## src/rtl/cm_sequencer_if.sv

```systemverilog
// Context-memory port: the sequencer is the master, context_memory the slave.
// Read data returns one cycle after rd_cm_en.
interface cm_sequencer_if #(
  parameter int ADDR_W = 6,
  parameter int DATA_W = 60
);
  logic              rd_cm_en;
  logic              wr_cm_en;
  logic [ADDR_W-1:0] cm_addr;
  logic [DATA_W-1:0] wr_cm_data;
  logic [DATA_W-1:0] rd_cm_data;

  modport master (
    output rd_cm_en,
    output wr_cm_en,
    output cm_addr,
    output wr_cm_data,
    input  rd_cm_data
  );

  modport slave (
    input  rd_cm_en,
    input  wr_cm_en,
    input  cm_addr,
    input  wr_cm_data,
    output rd_cm_data
  );
endinterface

```

## src/rtl/cm_sequencer.sv

```systemverilog
// Streams a run of context words from context_memory to the configuration datapath
// through a 2-entry output FIFO, and forwards host context-load writes while idle.
module cm_sequencer #(
  parameter int ADDR_W = 6,
  parameter int DATA_W = 60
) (
  input  logic              clk,
  input  logic              rst_n,
  input  logic              start,
  input  logic [ADDR_W-1:0] start_addr,
  input  logic [ADDR_W:0]   ctx_num,
  input  logic              abort,
  output logic              busy,
  output logic              done,
  output logic [DATA_W-1:0] ctx_data,
  output logic              ctx_valid,
  input  logic              ctx_ready,
  input  logic              host_wr_en,
  input  logic [ADDR_W-1:0] host_addr,
  input  logic [DATA_W-1:0] host_wr_data,
  output logic              host_wr_ack,
  cm_sequencer_if.master    cm
);

  localparam int              CNT_W = ADDR_W + 1;
  localparam logic [CNT_W-1:0] MAX_N = CNT_W'(1 << ADDR_W);

  typedef enum logic [1:0] {
    S_IDLE,
    S_RUN,
    S_DRAIN
  } state_e;

  state_e            state_q, state_d;
  logic [ADDR_W-1:0] ptr_q, ptr_d;
  logic [CNT_W-1:0]  rd_left_q, rd_left_d;
  logic [CNT_W-1:0]  dlv_left_q, dlv_left_d;
  logic [1:0]        count_q, count_d;
  logic              inflight_q, inflight_d;
  logic              rd_idx_q, rd_idx_d;
  logic              wr_idx_q, wr_idx_d;
  logic              zero_done_q, zero_done_d;
  logic [DATA_W-1:0] fifo_q [2];

  logic              idle;
  logic              start_ok;
  logic [CNT_W-1:0]  n_clamped;
  logic              pop;
  logic              fifo_pop;
  logic              push;
  logic [1:0]        occ_after;
  logic              issue;
  logic              wr_req;

  assign idle      = (state_q == S_IDLE);
  assign start_ok  = idle && start && !abort;
  assign n_clamped = (ctx_num > MAX_N) ? MAX_N : ctx_num;

  // An empty FIFO lets returning read data bypass straight to the output; it is
  // still captured if the datapath stalls, so ctx_data holds steady.
  assign ctx_valid = (count_q != 2'd0) || inflight_q;
  assign ctx_data  = (count_q != 2'd0) ? fifo_q[rd_idx_q] : cm.rd_cm_data;
  assign pop       = ctx_valid && ctx_ready;
  assign fifo_pop  = pop && (count_q != 2'd0);
  assign push      = inflight_q && !(pop && (count_q == 2'd0));

  // Occupancy after this cycle's pop; a new read is allowed only if its word will fit.
  assign occ_after = count_q + 2'(inflight_q) - 2'(pop);
  assign issue     = (state_q == S_RUN) && !abort && (rd_left_q != '0) &&
                     (occ_after < 2'd2);
  assign wr_req    = idle && host_wr_en && !start;

  assign busy        = !idle;
  assign done        = ((state_q == S_DRAIN) && !abort && pop &&
                        (dlv_left_q == CNT_W'(1))) || zero_done_q;
  assign host_wr_ack = wr_req;

  assign cm.rd_cm_en   = issue;
  assign cm.wr_cm_en   = wr_req;
  assign cm.cm_addr    = issue ? ptr_q : (wr_req ? host_addr : '0);
  assign cm.wr_cm_data = wr_req ? host_wr_data : '0;

  always_comb begin
    // NOTE: every _d starts from its _q so no path through this block infers a latch.
    state_d     = state_q;
    ptr_d       = ptr_q;
    rd_left_d   = rd_left_q;
    dlv_left_d  = dlv_left_q;
    count_d     = count_q + 2'(push) - 2'(fifo_pop);
    inflight_d  = issue;
    rd_idx_d    = rd_idx_q ^ fifo_pop;
    wr_idx_d    = wr_idx_q ^ push;
    zero_done_d = start_ok && (n_clamped == '0);

    if (issue) begin
      ptr_d     = ptr_q + 1'b1;
      rd_left_d = rd_left_q - 1'b1;
    end
    if (pop) begin
      dlv_left_d = dlv_left_q - 1'b1;
    end

    unique case (state_q)
      S_IDLE: begin
        if (start_ok && (n_clamped != '0)) begin
          state_d    = S_RUN;
          ptr_d      = start_addr;
          rd_left_d  = n_clamped;
          dlv_left_d = n_clamped;
        end
      end
      S_RUN: begin
        if (issue && (rd_left_q == CNT_W'(1))) state_d = S_DRAIN;
      end
      S_DRAIN: begin
        if (pop && (dlv_left_q == CNT_W'(1))) state_d = S_IDLE;
      end
      default: state_d = S_IDLE;
    endcase

    // Abort drops buffered words and forgets the read still in flight.
    if (abort && !idle) begin
      state_d    = S_IDLE;
      count_d    = 2'd0;
      inflight_d = 1'b0;
      rd_idx_d   = 1'b0;
      wr_idx_d   = 1'b0;
      rd_left_d  = '0;
      dlv_left_d = '0;
    end
  end

  // NOTE: sequential state uses non-blocking assignments so all flops update together.
  always_ff @(posedge clk or negedge rst_n) begin
    if (!rst_n) begin
      state_q     <= S_IDLE;
      ptr_q       <= '0;
      rd_left_q   <= '0;
      dlv_left_q  <= '0;
      count_q     <= 2'd0;
      inflight_q  <= 1'b0;
      rd_idx_q    <= 1'b0;
      wr_idx_q    <= 1'b0;
      zero_done_q <= 1'b0;
    end else begin
      state_q     <= state_d;
      ptr_q       <= ptr_d;
      rd_left_q   <= rd_left_d;
      dlv_left_q  <= dlv_left_d;
      count_q     <= count_d;
      inflight_q  <= inflight_d;
      rd_idx_q    <= rd_idx_d;
      wr_idx_q    <= wr_idx_d;
      zero_done_q <= zero_done_d;
    end
  end

  // NOTE: FIFO storage is not reset; count_q alone decides which entries are valid.
  always_ff @(posedge clk) begin
    if (push) fifo_q[wr_idx_q] <= cm.rd_cm_data;
  end

endmodule

```

## src/flat_wrapper.sv

```systemverilog
// flat-port wrapper written by rule: the top's interface ports become plain ports
module cm_sequencer_flat 
#(
  parameter int ADDR_W = 6,
  parameter int DATA_W = 60
)
  (clk, rst_n, start, start_addr, ctx_num, abort, busy, done, ctx_data, ctx_valid, ctx_ready, host_wr_en, host_addr, host_wr_data, host_wr_ack, cm_rd_cm_en, cm_wr_cm_en, cm_cm_addr, cm_wr_cm_data, cm_rd_cm_data);
  cm_sequencer_if #(.ADDR_W(ADDR_W), .DATA_W(DATA_W)) cm_i ();
  input  logic clk;
  input  logic rst_n;
  input  logic start;
  input  logic [ADDR_W-1:0] start_addr;
  input  logic [ADDR_W:0] ctx_num;
  input  logic abort;
  output logic busy;
  output logic done;
  output logic [DATA_W-1:0] ctx_data;
  output logic ctx_valid;
  input  logic ctx_ready;
  input  logic host_wr_en;
  input  logic [ADDR_W-1:0] host_addr;
  input  logic [DATA_W-1:0] host_wr_data;
  output logic host_wr_ack;
  output wire logic [$bits(cm_i.rd_cm_en)-1:0] cm_rd_cm_en;
  output wire logic [$bits(cm_i.wr_cm_en)-1:0] cm_wr_cm_en;
  output wire logic [$bits(cm_i.cm_addr)-1:0] cm_cm_addr;
  output wire logic [$bits(cm_i.wr_cm_data)-1:0] cm_wr_cm_data;
  input wire logic [$bits(cm_i.rd_cm_data)-1:0] cm_rd_cm_data;
  assign cm_rd_cm_en = cm_i.rd_cm_en;
  assign cm_wr_cm_en = cm_i.wr_cm_en;
  assign cm_cm_addr = cm_i.cm_addr;
  assign cm_wr_cm_data = cm_i.wr_cm_data;
  assign cm_i.rd_cm_data = cm_rd_cm_data;
  cm_sequencer #(.ADDR_W(ADDR_W), .DATA_W(DATA_W)) u_core (.clk(clk), .rst_n(rst_n), .start(start), .start_addr(start_addr), .ctx_num(ctx_num), .abort(abort), .busy(busy), .done(done), .ctx_data(ctx_data), .ctx_valid(ctx_valid), .ctx_ready(ctx_ready), .host_wr_en(host_wr_en), .host_addr(host_addr), .host_wr_data(host_wr_data), .host_wr_ack(host_wr_ack), .cm(cm_i));
endmodule
```

## config.mk

```make
export PLATFORM = sky130hd
export DESIGN_NAME = cm_sequencer_flat
export DESIGN_NICKNAME = d
export VERILOG_FILES = /design/src/rtl/cm_sequencer_if.sv /design/src/rtl/cm_sequencer.sv /design/src/flat_wrapper.sv
export SDC_FILE = /design/constraint.sdc
export NUM_CORES = 1
export LEC_CHECK = 0
export ABC_AREA = 1
export CAP_MARGIN = 20
export CORE_UTILIZATION = 50
export DETAILED_ROUTE_END_ITERATION = 7
export DONT_BUFFER_PORTS = 1
export SYNTH_ARGS = -nofsm -noshare
export SYNTH_HDL_FRONTEND = slang
export SYNTH_SLANG_ARGS = --single-unit
export TNS_END_PERCENT = 50
```

## constraint.sdc

```tcl
create_clock -name clk -period 3.5 [get_ports clk]
set_input_delay 1.05 -clock clk [delete_from_list [all_inputs] [get_ports clk]]
set_output_delay 1.05 -clock clk [all_outputs]
set_load 0.1 [all_outputs]
```

Word level (Yosys, flattened, before mapping) --
Memory sizes are Yosys's and may differ from the RTL's. Cells that the tools add are included.
Word-level totals: flip-flop bits (word level) 28, bits in writable memories 120, bits of input ports 145, output and inout port bits 132, word-level logic and storage cells 87, memories kept 1
Memory list:
- u_core.fifo_q | words 2, bits a word 60, rd ports 1, clocked after memory_dff 0, write ports 1, RTL line cm_sequencer.sv:43 | logic [DATA_W-1:0] fifo_q [2];
Cells by class: add/sub/neg operators 7, $lt $le $gt $ge 2, eq/ne operators 7, mux-type cells 27, bitwise operators 2, reduce and logical (&&, ||, !) cells 32
Operators by type and width (number):
- 60-bit 2-to-1 mux | 2
- 7-bit 2-to-1 mux | 9
- 6-bit 2-to-1 mux | 5
- 1-bit logical AND | 19
- 7-bit by 1-bit equality test with 1-bit output, second input constant | 2
- 7-bit nonzero test | 2
- 7-bit by 1-bit subtractor with 7-bit output, second input constant | 2
- 2-bit 2-to-1 mux | 5
- 3-bit inequality test, second input constant | 3
- 7-bit greater-than comparator, second input constant | 1
- 7-bit zero test | 1
- 6-bit by 1-bit adder with 6-bit output, second input constant | 1
- 2-bit one-hot mux with 3 select lines | 1
- 1-bit 2-to-1 mux | 5
- 2-bit by 1-bit adder with 2-bit output | 2
- 1-bit zero test | 4
- 2-bit zero test | 2
- 2-bit by 1-bit subtractor with 2-bit output | 2
- 3-bit AND reduction | 1
- 2-bit by 1-bit equality test with 1-bit output, second input constant | 1
- 2-bit equality test, second input constant | 1
- 1-bit logical OR | 2
- 2-bit < comparator, second input constant | 1
- 2-bit nonzero test | 1
- 1-bit XOR | 2

Logic depth before layout (Yosys ltp) --
Gate-level depths: netlist of the first run.
depth in word-level cells 10, gate-level depth with buffers 18

Worst setup path after synthesis of the first run --
Ideal clock, no wire load.
kind flip-flop to output port, start point register u_core.count_q[1], end point output cm_cm_addr[3], data arrival time 3.838 ns, data required time 2.450 ns, slack -1.388 ns, cell stages (with the launch flop) 15, cell sequence dfrtp_1 -> nor2_1 -> nand2_1 -> nand2_1 -> inv_2 -> ha_1 -> inv_1 -> nand2_1 -> nand3_1 -> nand2_1 -> inv_2 -> nand2_4 -> buf_8 -> buf_12 -> o21ai_1
On the way: longest elaborated chain between the ends 7, elaborated cells on any way between the ends 8
RTL lines:
- from (decl) | RTL line cm_sequencer.sv:38 | logic [1:0] count_q, count_d;
- from (signal assigned) | RTL line cm_sequencer.sv:150 | count_q <= count_d;
- 2-bit nonzero test | RTL line cm_sequencer.sv:61 | assign ctx_valid = (count_q != 2'd0) || inflight_q;
- 1-bit logical OR | RTL line cm_sequencer.sv:61
- net ctx_valid | RTL line flat_wrapper.sv:18 | output logic ctx_valid;
- 1-bit logical AND | RTL line cm_sequencer.sv:63 | assign pop = ctx_valid && ctx_ready;
- 2-bit by 1-bit subtractor with 2-bit output | RTL line cm_sequencer.sv:68 | assign occ_after = count_q + 2'(inflight_q) - 2'(pop);
- 2-bit < comparator | RTL line cm_sequencer.sv:70 | (occ_after < 2'd2);
- 1-bit logical AND | RTL line cm_sequencer.sv:69 | assign issue = (state_q == S_RUN) && !abort && (rd_left_q != '0) &&
- 6-bit 2-to-1 mux | RTL line cm_sequencer.sv:80 | assign cm.cm_addr = issue ? ptr_q : (wr_req ? host_addr : '0);
- to (decl) | RTL line flat_wrapper.sv:26 | output wire logic [$bits(cm_i.cm_addr)-1:0] cm_cm_addr;
The timed path passes the listed nets, and every way through them passes these cells.

Final worst setup path of the first run --
start point register u_core.count_q[1], end point output cm_cm_addr[3]
On the way: longest elaborated chain between the ends 7, elaborated cells on any way between the ends 8
RTL lines (RTL line):
- parallel branches: the longest is 3 deep, another holds 2-bit by 1-bit adder with 2-bit output
- 2-bit by 1-bit subtractor with 2-bit output (*) | cm_sequencer.sv:68
- 2-bit < comparator (*) | cm_sequencer.sv:70
- 1-bit logical AND (*) | cm_sequencer.sv:69
- 6-bit 2-to-1 mux (*) | cm_sequencer.sv:80
Mark *: on every way between the ends.

==> results by group, run 1 <==
CTS
  – CTS Buffer Depth: 2
  – Hold Buf Count CTS: 0
  – CTS tree: done
  – Root Buffer: clkbuf_16
  – Reg clk slew, reported paths: 60 ps
  – CTS Buf Count: 17
  – H-tree depth: 4
  – Worst-Skew Late Latency: 420 ps
  – Clock sinks: 148

Timing
  – Rel. slew slack: 0.4536
  – # setup viols final: 0
  – Max Clock Skew: 12.50 ps
  – Final hold violations: 0
  – Fmax: ~300 MHz
  – Fin worst setup slack: between 100 and 150 ps
  – Worst-margin pin slew: 818.6 ps
  – Max Slew Vio Count: 0
  – Minimum clock period: 3397 ps
  – Fin Hold WS: 324.1 ps
  – Final period util: 0.9706

Worst setup path
  – Delay-heaviest family, CP: simple AND/OR/NAND/NOR gates
  – Worst Path Buf+Inv: 6
  – Critical Path AT: 2350 ps
  – CP startpoint kind: register
  – Crit-path cells: nor2_4 > nand2_4 > nand2_8 > inv_8 > ha_4 > inv_2 > nand2_2 > inv_1 > nand2_1 > nand2_1 > inv_2 > nand2_4 > buf_12 > o21ai_4 > buf_12
  – Max FO, Critical Path: 9
  – Max incr delay on CP: between 400 and 500 ps
  – Worst setup EP type: output pin
  – CP Data Required Time: 2450 ps
  – CP Class: reg2out
  – CP max-delay cell: dfrtp_2

Run status
  – Run status: complete, no violations

Final layout
  – Area grow syn2layout: 43.06%
  – Fill cells: 972
  – Share of layout cells above drive strength 1: 0.3750
  – NumNets Final: 1078
  – Seq. cell area: between 4000 and 5000 sq um
  – Finished Layout Cells: 1120
  – Area occupied by multi-input gates: approximately 2900 sq um

Synth
  – Xor/xnor share of the synthesized area: 0.01683
  – Synth Area in Adders: 0.01717
  – Post-Syn Area: 7287 sq um
  – Area contributors post-synth: edfxtp_1 (49%), dfrtp_1 (9.6%), a21oi_1 (8.7%)
  – Post-synth cell types: 36
  – Prevailing post-synth register cell: edfxtp_1
  – Yosys top cell area share: 0.4945
  – Post-synthesis compound-gate area fraction: 0.1065
  – Post-synthesis sequential area ratio: 0.5907
  – Mux cell area share after synthesis: 0
  – Number of flops mapped to enable cells by yosys: 120
  – Most frequent cells after synthesis: nand2_1 (147), nor2_1 (141), a21oi_1 (127)
  – Cell taking the most area after synthesis: edfxtp_1
  – Cells after synthesis: just under 800
  – Largest family of logic cells by synthesized area: simple AND/OR/NAND/NOR gates
  – Synth Area in Simple Gates: 0.1906
  – Synth Register Bits: 148
  – Avg Cell Area, Syn: 9.201 sq um
  – Yosys synthesis warning count: 0
  – Post-synth ARST share: 0.1892
  – Syn nets: roughly 950
  – Top-count cell post-synth: nand2_1

Placement
  – Port-buffer cells: 0
  – Pre-CTS setup slack: 46.95 ps
  – RD Place Congestion: 0.8978
  – Placed cells: 1076
  – Post-DP HPWL: 15350 microns

Global routing
  – Number of antenna violations at the first check in global routing: 5
  – Grt ovf: 0
  – Largest net degree at the start of global routing: 65
  – Vias in the first global route: between 5000 and 6000
  – First-pass GRT wire length: 31930 microns
  – Tot GR Track Use: 0.2901

Drt
  – Via density: 5.360
  – Via count: 6003
  – Drt pass-1 iters: 5
  – Routed WL: approximately 22000 microns
  – DRC violations left: 0
  – Number of routed nets with antenna violations: 0
  – Drt first-iter violations: approximately 440
  – WL/cell: 19.30 microns

Floorplan
  – Placeable Area: between 10000 and 15000 sq um
  – Die Width: 122.7 microns
  – Die height: roughly 120 microns
  – Die area: 15060 sq um
  – Initial Util: 0.5189
  – IO Count: 277
  – Core Rows: 43

Run
  – Total of max-cap violations: 0

Hold path
  – Hold Path Class: in2async
-- final cells by class --
cell class                 count  share of cell area
clock inverter                14             0.01008
tap                          180             0.02160
multi-input combinational    505              0.2783
timing repair buffer         151              0.1976
clock buffer                  18             0.04117
inverter                     100             0.03721
antenna                        4           0.0009602
sequential                   148              0.4131
-- kinds of logic after synthesis --
kind of cell / Yosys count
flops: 148
compound gates: 147
fa+ha+maj: 10
xor+xnor: 14
simple gates: 334
buf+inv: 139
-- routing by layer --
| layer | track usage | part of all wire | wire length, microns | up-vias |
|---|---|---|---|---|
| met5 | 0 | 0.00060 | 13 | - |
| met4 | 0.1425 | 0.024 | 527 | 2 |
| met3 | 0.1148 | 0.093 | 2009 | 35 |
| met2 | 0.4740 | 0.51 | 11020 | 260 |
| met1 | 0.3306 | 0.37 | 8043 | 2853 |
| li1 | - | - | - | 2853 |
-- placed cells by master, fill, tap and decap left out, types with 10 or more instances in the layout --
| cell type | synthesis | final |
|---|---|---|
| clkbuf_16 | 0 | 17 |
| dfrtp_1 | 28 | 26 |
| nor2_2 | 4 | 64 |
| buf_12 | 1 | 74 |
| buf_4 | 5 | 77 |
| a21oi_2 | 4 | 64 |
| nor2_1 | 141 | 80 |
| a21oi_1 | 127 | 67 |
| edfxtp_1 | 120 | 120 |
| nand2_1 | 147 | 143 |
| inv_1 | 93 | 91 |
| xor2_1 | 10 | 10 |
| nand3_1 | 16 | 15 |
-- sequential cells by signal (all words and copies together) (netlist names), 2 cells and up --
signal,cells
u_core.count_q,2
u_core.dlv_left_q,7
u_core.fifo_q,120
u_core.ptr_q,6
u_core.rd_left_q,7
u_core.state_q,2
-- repair_timing --
action | in CTS | in global routing
gates resized for setup | 2 | 1
setup endpoints to repair | 7 | 7
pin swaps | 1 | 2
setup buffers | 1 | 7
-- stage by stage --
stage,area (sq um),setup TNS (ps),utilization
after floorplan,7387,-29890,-
after global placement,9814,0,0.6989
after detailed placement,9814,0,0.6989
after CTS,10360,0,0.7378
after global routing,10430,-1.757,0.7424
final,10430,0,0.7424
-- path summary, 6_finish.rpt --
| check | start | to | slack (ps) | cells after the start |
|---|---|---|---|---|
| min in group clk | u_core.ptr_q[5] | u_core.ptr_q[5] | 620 | 4 |
| min reg2reg | u_core.ptr_q[5] | u_core.ptr_q[5] | 620 | 4 |
| max | u_core.count_q[1] | cm_cm_addr[3] | 100 | 15 |
| min | rst_n | u_core.count_q[1] | 320 | 0 |
| max in group asynchronous | rst_n | u_core.rd_idx_q | 3080 | 0 |
| max reg2reg | u_core.count_q[0] | u_core.fifo_q[1][24] | 1290 | 6 |
Power of run 1 is left out: the tool's default activity adds up to more than one toggle a clock period on the data nets, which glitch-free logic cannot reach.
==> run 2: changes to the inputs <==
--- a/config.mk
+++ b/config.mk
@@ -10,6 +10,7 @@
 export CORE_UTILIZATION = 50
 export DETAILED_ROUTE_END_ITERATION = 7
 export DONT_BUFFER_PORTS = 1
+export SLEW_MARGIN = 20
 export SYNTH_ARGS = -nofsm -noshare
 export SYNTH_HDL_FRONTEND = slang
 export SYNTH_SLANG_ARGS = --single-unit
==> results of run 2 <==
Same layout as run 1: the final DEF is identical, and so are final timing and power.
Power of run 2 is left out for the same reason.
==> run 3: changes to the inputs <==
--- a/config.mk
+++ b/config.mk
@@ -6,6 +6,7 @@
 export NUM_CORES = 1
 export LEC_CHECK = 0
 export ABC_AREA = 1
+export ABC_CLOCK_PERIOD_IN_PS = 3400
 export CAP_MARGIN = 20
 export CORE_UTILIZATION = 50
 export DETAILED_ROUTE_END_ITERATION = 7
==> constraint.sdc (replaced) <==
create_clock -name clk -period 3.4 [get_ports clk]
set_input_delay 1.02 -clock clk [delete_from_list [all_inputs] [get_ports clk]]
set_output_delay 1.02 -clock clk [all_outputs]
set_load 0.1 [all_outputs]
==> run 3 against run 2 <==
Effect of this change: first-iteration DRC count decreased by 10%; register-to-register slack worse by 120 ps; clock skew down 4.8 ps.
==> results by group, run 3 (synthesis results as in run 1) <==
Floorplan
  – Die Width: 122.7 microns (unchanged)
  – Die height: 122.7 microns (unchanged)
  – Die area: 15060 sq um (unchanged)
  – Core Rows: 43 (unchanged)
  – Initial Util: 0.5189 (unchanged)
  – IO Count: 277 (unchanged)
  – Placeable Area: 14040 sq um (unchanged)

Timing
  – Max Clock Skew: 7.705 ps (was 12.50 ps)
  – RSZ-0062 raised after global routing: yes
  – Max Slew Vio Count: 0 (unchanged)
  – # setup viols final: 0 (unchanged)
  – Rel. slew slack: 0.4414 (was 0.4536)
  – Fin worst setup slack: 83.60 ps (was 102.8 ps)
  – Minimum clock period: 3316 ps
  – Final period util: 0.9754
  – Worst-margin pin slew: 836.9 ps (was 818.6 ps)
  – Final hold violations: 0 (unchanged)
  – Fmax: 301.5 MHz

Run
  – Total of max-cap violations: 0 (unchanged)

Placement
  – Port-buffer cells: 0 (unchanged)
  – DP Area: 9732 sq um (was 9814 sq um)
  – Pre-CTS setup slack: 96.64 ps (was 46.95 ps)
  – RD Place Congestion: 0.8389 (was 0.8978)
  – Post-DP HPWL: 14260 microns (was 15350 microns)

Global routing
  – Number of antenna violations at the first check in global routing: 0 (was 5)
  – First-pass GRT wire length: 30650 microns (was 31930 microns)
  – Vias in the first global route: 5996 (was 5936)
  – Grt ovf: 0 (unchanged)
  – Tot GR Track Use: 0.2732 (was 0.2901)
  – Largest net degree at the start of global routing: 65 (unchanged)

Drt
  – WL/cell: 18.63 microns (was 19.30 microns)
  – Routed WL: 20640 microns (was 21610 microns)
  – DRC violations left: 0 (unchanged)
  – Number of routed nets with antenna violations: 0 (unchanged)
  – Drt first-iter violations: 395 (was 439)
  – Via density: 5.392 (was 5.360)
  – Drt pass-1 iters: 5 (unchanged)
  – Via count: 5974 (was 6003)

CTS
  – Root Buffer: clkbuf_16 (unchanged)
  – Worst-Skew Late Latency: 420 ps (about the same)
  – H-tree depth: 4 (unchanged)
  – Clock sinks: 148 (unchanged)
  – CTS tree: done (unchanged)
  – CTS Buf Count: 17 (unchanged)
  – Reg clk slew, reported paths: 60 ps (about the same)
  – CTS Buffer Depth: 2 (unchanged)
  – Hold Buf Count CTS: 0 (unchanged)

Final layout
  – Most frequent cells in the layout: nand2_1 (142), edfxtp_1 (120), inv_1 (91) (was nand2_1 (143), edfxtp_1 (120), inv_1 (91))
  – Largest Register: u_core.fifo_q (unchanged)
  – Design area: 10340 sq um (was 10430 sq um)
  – Share of layout cells above drive strength 1: 0.3718 (was 0.3750)
  – Largest register FFs: 120 (unchanged)
  – Fill cells: 958 (was 972)
  – Area grow syn2layout: 41.90% (was 43.06%)
  – Most common cell after layout, fill and taps aside: nand2_1 (unchanged)
  – Biggest regs: u_core.fifo_q: 120 flops, u_core.dlv_left_q: 7 flops, u_core.rd_left_q: 7 flops (unchanged)
  – ANT cells: 0 (was 4)
  – NumNets Final: 1070 (was 1078)

Worst setup path
  – Worst setup EP type: output pin (unchanged)
  – Worst R2R Start: u_core.count_q[1] (was u_core.count_q[0])
  – FF-to-FF path depth: 17 (was 6)
  – Worst reg2reg setup slack: 1170 ps (was 1290 ps)
  – Max FO, Critical Path: 9 (unchanged)
  – CP Class: reg2out (unchanged)
  – CP startpoint kind: register (unchanged)
  – CP Data Required Time: 2380 ps (was 2450 ps)
  – Critical Path AT: 2300 ps (was 2350 ps)
  – R2r endpoint: u_core.rd_left_q[4] (was u_core.fifo_q[1][24])

Run status
  – Run status: complete, no violations (unchanged)

Hold path
  – Hold Path Class: in2async (unchanged)
==> run 3: area by class of cell <==
| cell class | instances | area, sq um | area share |
|---|---|---|---|
| Multi-Input combinational cell | 505 | 2920 | 0.2824 |
| Clock buffer | 17 | 425.4 | 0.04114 |
| Tap cell | 180 | 225.2 | 0.02178 |
| Sequential cell | 148 | 4307 | 0.4165 |
| Timing Repair Buffer | 143 | 1938 | 0.1874 |
| Inverter | 100 | 390.4 | 0.03775 |
| Clock inverter | 15 | 133.9 | 0.01295 |
==> run 3: timing repair <==
action	in CTS	in global routing
pin swaps	1	1
setup endpoints to repair	64	44
gates resized for setup	4	6
setup buffers	0	2
==> run 3: critical path: stages, from the launching register on <==
cell and delay, ps:
dfrtp_2 440, nor2_4 140, nand2_4 90, nand2_8 90
inv_8 50, ha_4 250, inv_2 30, nand2_2 50
inv_1 40, nand2_1 50, nand2_1 60, inv_2 120
nand2_8 110, inv_8 80, nand2_2 50, nand2_2 80
buf_12 170
==> run 3: how the worst max path moves through the flow <==
stage	startpoint	to	depth (start not counted)
floorplan	start	cm_wr_cm_data[0]	4
global placement	ctx_ready	cm_rd_cm_en	12
detailed placement	ctx_ready	cm_rd_cm_en	12
CTS	u_core.count_q[1]	ctx_data[19]	7
global route	u_core.count_q[1]	cm_cm_addr[0]	16
finish	u_core.count_q[1]	cm_cm_addr[0]	16
==> run 3: per-stage QoR <==
step	hold WS [ps]	util	std cells	setup TNS, ps
2_1_floorplan	550.6	-	792	-36580
3_3_place_gp	579.9	0.6930	1074	0
3_5_place_dp	603.1	0.6930	1074	0
4_1_cts	279.4	0.7337	1106	0
5_1_grt	277.7	0.7363	1108	-22.65
6_report	293.9	0.7363	1108	0
==> run 3: routing by layer <==
metal / global-route usage / up-vias / wire (microns) / share of wire
met4: 0.1349 / 0 / 681 / 0.033
li1: - / 2823 / - / -
met1: 0.3127 / 2835 / 7689 / 0.37
met2: 0.4656 / 274 / 10570 / 0.51
met3: 0.07993 / 42 / 1702 / 0.082
met5: 0 / - / 0 / 0
Power of run 3 is left out for the same reason.
